### src/rtl/mem_req_arbiter.sv
// Arbitrates the shared byte-serial memory-controller port between instruction
// fetch and the load/store unit; LS has priority, fetch has a starvation bound.
module mem_req_arbiter #(
   parameter int          STARVE_MAX = 4,
   parameter logic [31:0] IO_BASE    = 32'h0003_0000
) (
   input  logic        clk,
   input  logic        rst,
   input  logic        rdy,
   input  logic        io_buffer_full,
   input  logic        flush,
   input  logic        if_req,
   input  logic [31:0] if_addr,
   output logic        if_done,
   output logic [31:0] if_inst,
   input  logic        ls_req,
   input  logic        ls_we,
   input  logic [2:0]  ls_len,
   input  logic [31:0] ls_addr,
   input  logic [31:0] ls_wdata,
   output logic        ls_done,
   output logic [31:0] ls_rdata,
   output logic        mc_en,
   output logic        mc_we,
   output logic [2:0]  mc_len,
   output logic [31:0] mc_addr,
   output logic [31:0] mc_wdata,
   input  logic        mc_done,
   input  logic [31:0] mc_rdata,
   output logic [1:0]  owner
);

   typedef enum logic [2:0] {
      S_IDLE,
      S_GRANT_IF,
      S_GRANT_LS,
      S_DRAIN,
      S_RESP
   } state_t;

   localparam logic [2:0] LP_STARVE_MAX = 3'(STARVE_MAX);
   localparam logic [1:0] LP_OWN_NONE   = 2'd0;
   localparam logic [1:0] LP_OWN_IF     = 2'd1;
   localparam logic [1:0] LP_OWN_LS     = 2'd2;

   state_t      r_state;
   state_t      w_next;
   logic [2:0]  r_starve;
   logic [1:0]  r_owner;
   logic        r_mc_en;
   logic        r_mc_we;
   logic [2:0]  r_mc_len;
   logic [31:0] r_mc_addr;
   logic [31:0] r_mc_wdata;
   logic [31:0] r_rdata;

   logic w_idle;
   logic w_ls_ok;
   logic w_grant_ls;
   logic w_grant_if;
   logic w_capture;

   // An IO access waits while the IO buffer is full; once granted it is never revoked.
   assign w_idle     = (r_state == S_IDLE);
   assign w_ls_ok    = ls_req & ~(io_buffer_full & (ls_addr >= IO_BASE));
   assign w_grant_ls = w_idle & w_ls_ok & (~if_req | flush | (r_starve < LP_STARVE_MAX));
   assign w_grant_if = w_idle & ~w_grant_ls & if_req & ~flush;
   assign w_capture  = mc_done & ((r_state == S_GRANT_LS) | ((r_state == S_GRANT_IF) & ~flush));

   always_ff @(posedge clk) begin
      if (rst) begin
         r_state <= S_IDLE;
      end else if (rdy) begin
         r_state <= w_next;
      end
   end

   always_comb begin
      w_next = r_state;
      case (r_state)
         S_IDLE: begin
            if (w_grant_ls)      w_next = S_GRANT_LS;
            else if (w_grant_if) w_next = S_GRANT_IF;
         end
         S_GRANT_IF: begin
            if (mc_done)    w_next = flush ? S_IDLE : S_RESP;
            else if (flush) w_next = S_DRAIN;
         end
         S_GRANT_LS: if (mc_done) w_next = S_RESP;
         S_DRAIN:    if (mc_done) w_next = S_IDLE;
         S_RESP:     w_next = S_IDLE;
         default:    w_next = S_IDLE;
      endcase
   end

   // Done pulses are suppressed while stalled so the RESP cycle replays intact.
   always_comb begin
      if_done = 1'b0;
      ls_done = 1'b0;
      if (rdy && r_state == S_RESP) begin
         if_done = (r_owner == LP_OWN_IF) & ~flush;
         ls_done = (r_owner == LP_OWN_LS);
      end
   end

   always_ff @(posedge clk) begin
      if (rst) begin
         r_starve   <= 3'd0;
         r_owner    <= LP_OWN_NONE;
         r_mc_en    <= 1'b0;
         r_mc_we    <= 1'b0;
         r_mc_len   <= 3'd0;
         r_mc_addr  <= 32'd0;
         r_mc_wdata <= 32'd0;
         r_rdata    <= 32'd0;
      end else if (rdy) begin
         if (w_grant_ls) begin
            r_mc_en    <= 1'b1;
            r_mc_we    <= ls_we;
            r_mc_len   <= ls_len;
            r_mc_addr  <= ls_addr;
            r_mc_wdata <= ls_wdata;
            r_owner    <= LP_OWN_LS;
            if (!if_req)
               r_starve <= 3'd0;
            else if (r_starve != LP_STARVE_MAX)
               r_starve <= r_starve + 3'd1;
         end else if (w_grant_if) begin
            r_mc_en    <= 1'b1;
            r_mc_we    <= 1'b0;
            r_mc_len   <= 3'd4;
            r_mc_addr  <= if_addr;
            r_mc_wdata <= 32'd0;
            r_owner    <= LP_OWN_IF;
            r_starve   <= 3'd0;
         end
         if (!w_idle && r_state != S_RESP && mc_done)
            r_mc_en <= 1'b0;
         if (w_capture)
            r_rdata <= mc_rdata;
         if (!w_idle && w_next == S_IDLE)
            r_owner <= LP_OWN_NONE;
      end
   end

   assign mc_en    = r_mc_en;
   assign mc_we    = r_mc_we;
   assign mc_len   = r_mc_len;
   assign mc_addr  = r_mc_addr;
   assign mc_wdata = r_mc_wdata;
   assign if_inst  = r_rdata;
   assign ls_rdata = r_rdata;
   assign owner    = r_owner;

endmodule
### config.mk
export PLATFORM = sky130hd
export DESIGN_NAME = mem_req_arbiter
export DESIGN_NICKNAME = d
export VERILOG_FILES = /design/src/rtl/mem_req_arbiter.sv
export SDC_FILE = /design/constraint.sdc
export NUM_CORES = 1
export LEC_CHECK = 0
export CAP_MARGIN = 0
export CORE_MARGIN = 2
export CORE_UTILIZATION = 40
export CTS_CLUSTER_SIZE = 28
export DETAILED_ROUTE_END_ITERATION = 7
export PLACE_DENSITY = 0.85
export REMOVE_ABC_BUFFERS = 1
export SYNTH_ARGS = -nofsm -noshare
export SYNTH_HDL_FRONTEND = slang
export SYNTH_SLANG_ARGS = --single-unit
export TNS_END_PERCENT = 20
### constraint.sdc
create_clock -name clk -period 4.9 [get_ports clk]
set_clock_uncertainty 0.1 [all_clocks]
set_input_delay 0.98 -clock clk [delete_from_list [all_inputs] [get_ports clk]]
set_output_delay 0.98 -clock clk [all_outputs]
set_load 0.05 [all_outputs]
==> impl_metrics.csv, run 1 <==
group,metric,value,unit
run_status,outcome,"finished, final reports clean",
clock_network,clock_sinks,109,
synth,ys_seq_area_share,49.9,%
power,switchingPower,603,uW
global_route,antenna_found_initial,0,
global_route,grt_max_degree,42,
die,die_width,109,um
final_layout,layout_common_cells,"clkdlybuf4s50_1 (275), nand2_1 (136), dfxtp_1 (109)",
route,drcViolationCount,0,
clock_network,clk_pin_slew,0.09,ns
final_layout,nNetsFinal,870,
setup_path,crit_chain,"clkdlybuf4s50_1 > nand3_1 > nor4b_1 > clkdlybuf4s50_1",
placed_design,gp_congestion,0.810,
power,intPower,1.37,mW
setup_path,slowest_delay,0.85,ns
final_layout,final_common_cell,"clkdlybuf4s50_1",
clock_network,cts.path.max_buffers,2,
die,row_count,38,
final_layout,drive_above_1_share,4.91,%
sta,tns,0,ns
min_path,worst_hold_path_type,"flip-flop to flip-flop",
power,combPwrFrac,24.9,%
clock_network,worstSkewPairLatency,0.36,ns
power,clkPwrFrac,27.0,%
final_layout,diodes,0,
die,core_area,10700,um^2
clock_network,root_buffer,"clkbuf_8",
route,routed_wl,14200,um
route,drt_iter0_drc,196,
synth,ys_warn_count,0,
setup_path,cp_slowest_cell,"clkdlybuf4s50_1",
clock_network,cts_inserted_buffers,9,
sta,fmax,251,MHz
power,share_seq_of_total_power,48.1,%
power,p_per_area,276,nW/um^2
placed_design,hpwlAfterDp,10700,um
synth,synthCells,501,
sta,finalCritPeriodShare,81.3,%
clock_network,cts_setup_buffers,0,
setup_path,required,3.82,ns
final_layout,syn_to_final_growth,63.7,%
setup_path,critPathKind,"primary input to primary output",
route,viasPerCell,5.10,
synth,ys_ff_latch,109,
placed_design,io_buffer_count,276,
sta,rsz0062_at_grt,"false",
die,dieArea,11800,um^2
synth,syn_area,4380,um^2
clock_network,cts_tree,"yes",
power,ir_drop,0.179,mV
setup_path,cp.arrival,2.90,ns
route,vias,4450,
sta,hold_viol_final,0,
power,p_leak,2.55,nW
setup_path,reg2reg_from,"r_state[0]",
run,drv_cap,0,
route,wl_per_cell,16.2,um
die,die_h,109,um
sta,finalCriticalPeriod,3.98,ns
setup_path,crit_start,"rdy",
setup_path,end_kind,"primary output",
global_route,grt_pass1_vias,4322,
die,ios,277,
setup_path,crit_path_max_fanout,10,
synth,synth.avg_cell_area,8.73,um^2
global_route,grt_overflow,0,
sta,maxSlewHeadroom,26.2,%
route,firstDrtPassIters,4,
final_layout,finish.utilization,66.7,%
setup_path,cp-start-kind,"primary input",
global_route,grt_pass1_wl,21000,um
setup_path,path_common_cell,"clkdlybuf4s50_1",
sta,slew_viol_final,0,
min_path,hp-start,"if_inst[6]",
sta,setup_viol,0,
power,swShare,30.5,%
sta,worst_pin_slew,1.11,ns
clock_network,cts_hold_buf,0,
die,start_util,40.7,%
clock_network,cts_resized,0,
clock_network,htreeDepth,3,
route,ant_nets,0,
synth,yosys.cell_types.count,36,
global_route,grt_usage,22.8,%
final timing paths:
path | depth (start not counted) | slack (ns) | end
worst min register to register | 2 | 0.37 | if_inst[6]
worst min-delay path | 2 | 0.37 | if_inst[6]
worst max-delay path | 4 | 0.92 | if_done
worst max register to register | 6 | 2.61 | mc_addr[7]
power groups by stage:
stage	Sequential, mW	Clock (mW)	Combinational (mW)
detailed placement	0.971	0	0.493
CTS	0.951	0.545	0.495
global route	0.956	0.585	0.521
global placement	0.968	0	0.487
floorplan	1.12	0	0.0970
finish	0.951	0.533	0.493
per-stage QoR:
step           std cells  total power [mW]  instance area [um^2]  hold WS, ns  worst slack [ns]
6_report             873              1.98                  7160        0.372             0.918
2_1_floorplan        433              1.22                  3960        0.365             0.608
5_1_grt              873              2.06                  7160        0.400             0.868
4_1_cts              873              1.99                  7160        0.375             0.925
3_3_place_gp         857              1.45                  6970        0.358             0.943
3_5_place_dp         857              1.46                  6970        0.362             0.924
cells in the mapped netlist:
cell	count	area share, %
mux2i_1	1	0.23
ha_1	2	0.57
inv_1	5	0.43
a211oi_1	1	0.17
buf_4	32	5.5
a21oi_1	37	4.2
o22ai_1	1	0.14
nor3_4	1	0.37
buf_6	4	1.0
a41oi_1	1	0.20
dfxtp_1	109	50
a22o_1	35	7.0
nand2b_1	2	0.29
nor3b_1	2	0.34
nor3_1	1	0.11
nand4_1	1	0.14
nand3b_1	1	0.17
and3_1	1	0.14
o221a_2	2	0.51
o21ai_2	1	0.20
clkbuf_1	26	2.2
a41oi_2	1	0.37
nand4b_1	1	0.20
or2_1	1	0.14
o31ai_1	1	0.17
nor4_2	3	0.86
nand2_1	136	12
o21ai_0	3	0.34
a311oi_1	32	6.4
nor4b_2	1	0.34
or3_1	1	0.14
nor2_1	37	3.2
buf_2	6	0.69
nor4b_1	2	0.40
o21a_1	1	0.17
nand3_1	9	1.0
layer usage:
metal  vias to the layer above  track usage (%)  part of all wire, %
met5                         -                0                    0
met4                         0             9.71                  2.6
met3                        24             6.33                  8.7
met2                       206             42.8                   52
met1                      2059             23.6                   37
li1                       2161                -                    -
flip-flops by register name, indices dropped and copies added (netlist names):
name      count
if_inst      32
mc_addr      32
mc_en         1
mc_len        3
mc_wdata     32
mc_we         1
owner         2
r_starve      3
r_state       3
critical path, delay by kind of cell:
kind / cells / cell delay, ns
buffers and inverters: 2 / 1.49
and+or+nand+nor: 2 / 0.42
final cells by class:
| class | instances | area, um^2 |
|---|---|---|
| clock inverter | 6 | 63.8 |
| tap | 140 | 175 |
| multi-input combinational | 319 | 1780 |
| inverter | 5 | 18.8 |
| timing repair buffer | 284 | 2820 |
| clock buffer | 10 | 128 |
| sequential | 109 | 2180 |
| fill | 894 | 3580 |
logic make-up (layout without fill, tap and decap cells):
logic type                 Yosys count  after routing  synth area share, %
and+or+nand+nor                    200            200                 19.5
AOI/OAI and AO/OA                  116            116                 19.9
DFF                                109            109                 49.9
buffers and inverters               73            305                 9.87
adders and majority gates            2              2                0.572
muxes                                1              1                0.229
No activity file was read; power rests on OpenSTA's default activity.
==> run 2: changes to the inputs <==
CORE_UTILIZATION = 33   (was 40)
PLACE_DENSITY = 0.75   (was 0.85)
clock period = 3.6 ns   (was 4.9 ns; I/O delays follow)
==> run 2 against run 1 <==
Combinational power increased by 38%. Critical endpoint unchanged. Critical path type unchanged. First-iteration DRC count up 58%. Total power increased by 48%. Wire length is 0.76% higher. Die area grew 20%. Largest power group unchanged.
==> impl_metrics.csv, run 2 (synthesized netlist as in run 1, its figures left out) <==
group,metric,value,unit
run_status,outcome,"finished, final reports clean",
final_layout,diodes,0,
die,row_count,42,
die,die_width,119,um
route,viasPerCell,4.90,
setup_path,cp.arrival,2.05,ns
power,p_leak,2.62,nW
final_layout,syn_to_final_growth,68.0,%
global_route,antenna_found_initial,0,
placed_design,place_ws,0.528,ns
sta,fmax,348,MHz
clock_network,htreeDepth,3,
setup_path,critPathKind,"primary input to primary output",
sta,setup_viol,0,
clock_network,cts_tree,"yes",
die,start_util,33.4,%
route,drcViolationCount,0,
global_route,grt_max_degree,38,
global_route,grt_pass1_wl,22300,um
power,switchingPower,873,uW
setup_path,end_kind,"primary output",
clock_network,cts_setup_buffers,0,
setup_path,crit_path_max_fanout,2,
global_route,grt_pass1_vias,4274,
route,vias,4473,
power,p_per_area,397,nW/um^2
run,drv_cap,0,
die,core_area,13100,um^2
placed_design,hpwlAfterDp,10800,um
clock_network,cts_hold_buf,0,
global_route,grt_overflow,0,
die,dieArea,14200,um^2
setup_path,required,2.78,ns
route,firstDrtPassIters,4,
sta,slew_viol_final,0,
global_route,grt_usage,19.8,%
sta,holdWs,0.372,ns
final_layout,drive_above_1_share,5.71,%
power,clkPwrFrac,32.4,%
sta,maxSlewHeadroom,30.6,%
route,routed_wl,14300,um
sta,tns,0,ns
clock_network,cts.path.max_buffers,2,
power,power,2.92,mW
min_path,worst_hold_path_type,"flip-flop to flip-flop",
power,ir_drop,0.226,mV
clock_network,cts_resized,0,
sta,finalCriticalPeriod,2.87,ns
clock_network,clk_pin_slew,0.06,ns
final_layout,layout_common_cells,"clkdlybuf4s50_1 (273), nand2_1 (136), dfxtp_1 (109)",
die,die_h,119,um
power,swShare,29.9,%
route,wl_per_cell,15.6,um
clock_network,worstSkewPairLatency,0.35,ns
setup_path,rrSetupSlack,1.29,ns
placed_design,gp_congestion,0.807,
clock_network,clock_sinks,109,
die,ios,277,
final_layout,nNetsFinal,874,
placed_design,io_buffer_count,276,
final_layout,final_common_cell,"clkdlybuf4s50_1",
power,combPwrFrac,23.3,%
clock_network,cts_inserted_buffers,9,
clock_network,root_buffer,"clkbuf_16",
placed_design,postPlaceCellArea,7070,um^2
final_layout,finish.utilization,56.2,%
route,ant_nets,0,
placed_design,place_inst,897,
sta,worst_pin_slew,1.04,ns
final_layout,finalNonFillerCells,912,
power,intPower,2.05,mW
route,drt_iter0_drc,310,
sta,hold_viol_final,0,
sta,finalCritPeriodShare,79.7,%
power,share_seq_of_total_power,44.3,%
sta,rsz0062_at_grt,"false",
setup_path,cp-start-kind,"primary input",
sta,timing.final.ws_setup,0.730,ns
final_layout,final_cell_area,7350,um^2
==> run 2: cell count changes in the layout (fill, tap and decap cells not counted), sizes merged <==
cell           delta
bufinv            -1
clkinv            -2
clkinvlp          -1
clkdlybuf4s50     -2
inv               +3
buf               +6
==> run 2: worst paths after layout <==
kind,end,cells past startpoint,start
setup / recovery,if_done,4,rdy
hold / removal,if_inst[11],2,if_inst[11]
setup reg to reg,mc_addr[10],6,r_state[0]
hold reg to reg,if_inst[11],2,if_inst[11]
==> run 2: metal layers <==
layer	part of all wire [%]	GRT usage, %	up-vias
li1	-	-	2178
met3	9.6	6.56	31
met5	0	0	-
met1	39	22.2	2029
met2	48	34.0	235
met4	3.1	9.15	0
==> run 2: critical path, cell delays in order <==
cell and delay, ns:
clkdlybuf4s50_1 0.48, nand3_1 0.10, nor4b_1 0.52, buf_12 0.21
==> run 2: power by group through the flow <==
stage	Clock (mW)	Combinational [mW]	Sequential [mW]
3_5_place_dp	0	0.678	1.32
4_1_cts	0.975	0.682	1.29
5_1_grt	1.02	0.717	1.30
3_3_place_gp	0	0.670	1.32
2_1_floorplan	0	0.132	1.52
6_report	0.947	0.680	1.29
==> run 2: final cells by class <==
cell class	count	area, um^2
fillers	1126	5740
repair buffers	288	2870
flip-flops and latches	109	2180
multi-input cells	319	1780
clock buffers	10	239
well taps	176	220
clock inverters	5	42.5
inverters	5	18.8
==> run 3: changes to the inputs <==
CORE_UTILIZATION = 37   (was 33)
PLACE_DENSITY = 0.79   (was 0.75)
clock period = 3 ns   (was 3.6 ns; I/O delays follow)
==> run 3 against run 2 <==
Highest routed layer unchanged. Sequential share of layout area fell by 0.26 points. Die area down 10%. Setup slack lost 0.41 ns. Core utilization rose by 8.5 points. Register-to-register slack got worse by 0.49 ns. Total power rose by 23%. Largest cell class unchanged. Design area grew 0.87%. Clock-buffer cell count fell by 1. First-iteration DRC count down 7.1%. Critical path depth is 3 higher.
==> impl_metrics.csv, run 3 (synthesized netlist as in run 1, its figures left out) <==
group,metric,value,unit
setup_path,cp.buffers_inverters,2,
clock_network,root_buffer,"clkbuf_16",
power,swShare,29.5,%
clock_network,cts_tree,"yes",
final_layout,nNetsFinal,878,
setup_path,end_kind,"flip-flop",
sta,timing.final.ws_setup,0.323,ns
clock_network,htreeDepth,3,
route,drt_iter0_drc,288,
sta,slew_viol_final,0,
final_layout,drive_above_1_share,6.34,%
sta,hold_viol_final,0,
route,wl_per_cell,15.8,um
setup_path,cp-start-kind,"primary input",
route,firstDrtPassIters,4,
die,dieArea,12700,um^2
placed_design,postPlaceCellArea,7090,um^2
final_layout,finish.utilization,64.6,%
setup_path,crit_chain,"clkdlybuf4s50_1 > nor4_2 > a41oi_2 > o21ai_4 > buf_4 > nor2_1 > a311oi_1",
sta,finalCritPeriodShare,89.2,%
final_layout,final_cell_area,7410,um^2
setup_path,critPathKind,"primary input to flip-flop",
die,ios,277,
setup_path,crit_path_max_fanout,17,
route,viasPerCell,5.11,
power,ir_drop,0.252,mV
final_layout,layout_common_cells,"clkdlybuf4s50_1 (273), nand2_1 (136), dfxtp_1 (109)",
route,ant_nets,0,
global_route,antenna_found_initial,0,
power,p_leak,2.67,nW
run,drv_cap,0,
global_route,grt_max_degree,37,
power,switchingPower,1.06,mW
sta,finalCriticalPeriod,2.68,ns
setup_path,cp_top_family,"compound AO/OA/AOI/OAI gates",
sta,setup_viol,0,
die,die_width,113,um
run_status,outcome,"finished, final reports clean",
die,core_area,11500,um^2
placed_design,hpwlAfterDp,10700,um
sta,worst_pin_slew,0.579,ns
clock_network,worstSkewPairLatency,0.33,ns
die,row_count,39,
clock_network,cts_resized,0,
die,die_h,113,um
power,p_per_area,486,nW/um^2
clock_network,cts_inserted_buffers,9,
sta,rsz0062_at_grt,"false",
global_route,grt_pass1_wl,21800,um
min_path,worst_hold_path_type,"flip-flop to flip-flop",
setup_path,cp.arrival,2.80,ns
clock_network,clock_sinks,109,
route,vias,4518,
setup_path,required,3.12,ns
global_route,grt_pass1_vias,4370,
global_route,grt_overflow,0,
power,clkPwrFrac,34.1,%
clock_network,cts_hold_buf,0,
final_layout,final_common_cell,"clkdlybuf4s50_1",
power,intPower,2.54,mW
route,routed_wl,14000,um
sta,maxSlewHeadroom,61.3,%
power,share_seq_of_total_power,43.1,%
placed_design,place_ws,0.0943,ns
sta,tns,0,ns
final_layout,syn_to_final_growth,69.4,%
setup_path,cp_slowest_cell,"clkdlybuf4s50_1",
route,drcViolationCount,0,
placed_design,gp_congestion,0.800,
setup_path,slowest_delay,0.46,ns
die,start_util,38.2,%
global_route,grt_usage,21.0,%
clock_network,cts_setup_buffers,0,
placed_design,io_buffer_count,276,
final_layout,diodes,0,
clock_network,cts.path.max_buffers,2,
power,combPwrFrac,22.8,%
setup_path,rrSetupSlack,0.80,ns
sta,fmax,374,MHz
clock_network,clk_pin_slew,0.07,ns
-- run 3: path summary, 6_finish.rpt --
check / start / to / cells past startpoint
worst max register to register: r_state[0] / mc_addr[4] / 6
worst min-delay path: if_inst[7] / if_inst[7] / 2
worst min register to register: if_inst[7] / if_inst[7] / 2
worst max-delay path: ls_addr[20] / mc_addr[4] / 7
-- run 3: final cells by class --
cell class	instances	area, um^2
Clock buffer	9	225
Clock inverter	7	93.8
Fill cell	939	4050
Inverter	5	18.8
Multi-Input combinational cell	319	1780
Sequential cell	109	2180
Tap cell	143	179
Timing Repair Buffer	292	2940
-- run 3: worst min-delay path, cell delays in order, from the launching register on --
cell	delay, ns
dfxtp_1	0.32
nand2_1	0.05
a21oi_1	0.05
-- run 3: power groups by stage --
stage / Clock (mW) / Sequential [mW] / Combinational (mW)
after floorplan: 0 / 1.83 / 0.158
after global placement: 0 / 1.58 / 0.811
after detailed placement: 0 / 1.59 / 0.821
after CTS: 1.26 / 1.55 / 0.825
after global routing: 1.31 / 1.56 / 0.867
final: 1.23 / 1.55 / 0.822
-- run 3: routing by layer --
metal | vias up | global-route usage, % | wire [um]
met3 | 22 | 4.55 | 1090
met4 | 0 | 6.75 | 291
met1 | 2100 | 24.3 | 5470
met5 | - | 0 | 0
met2 | 222 | 38.5 | 7160
li1 | 2174 | - | -
-- run 3: stage by stage --
stage	cells	hold slack [ns]	total power [mW]
final	884	0.371	3.60
after global routing	884	0.394	3.74
after CTS	884	0.376	3.63
after detailed placement	868	0.362	2.41
after global placement	868	0.354	2.39
after floorplan	433	0.365	1.99
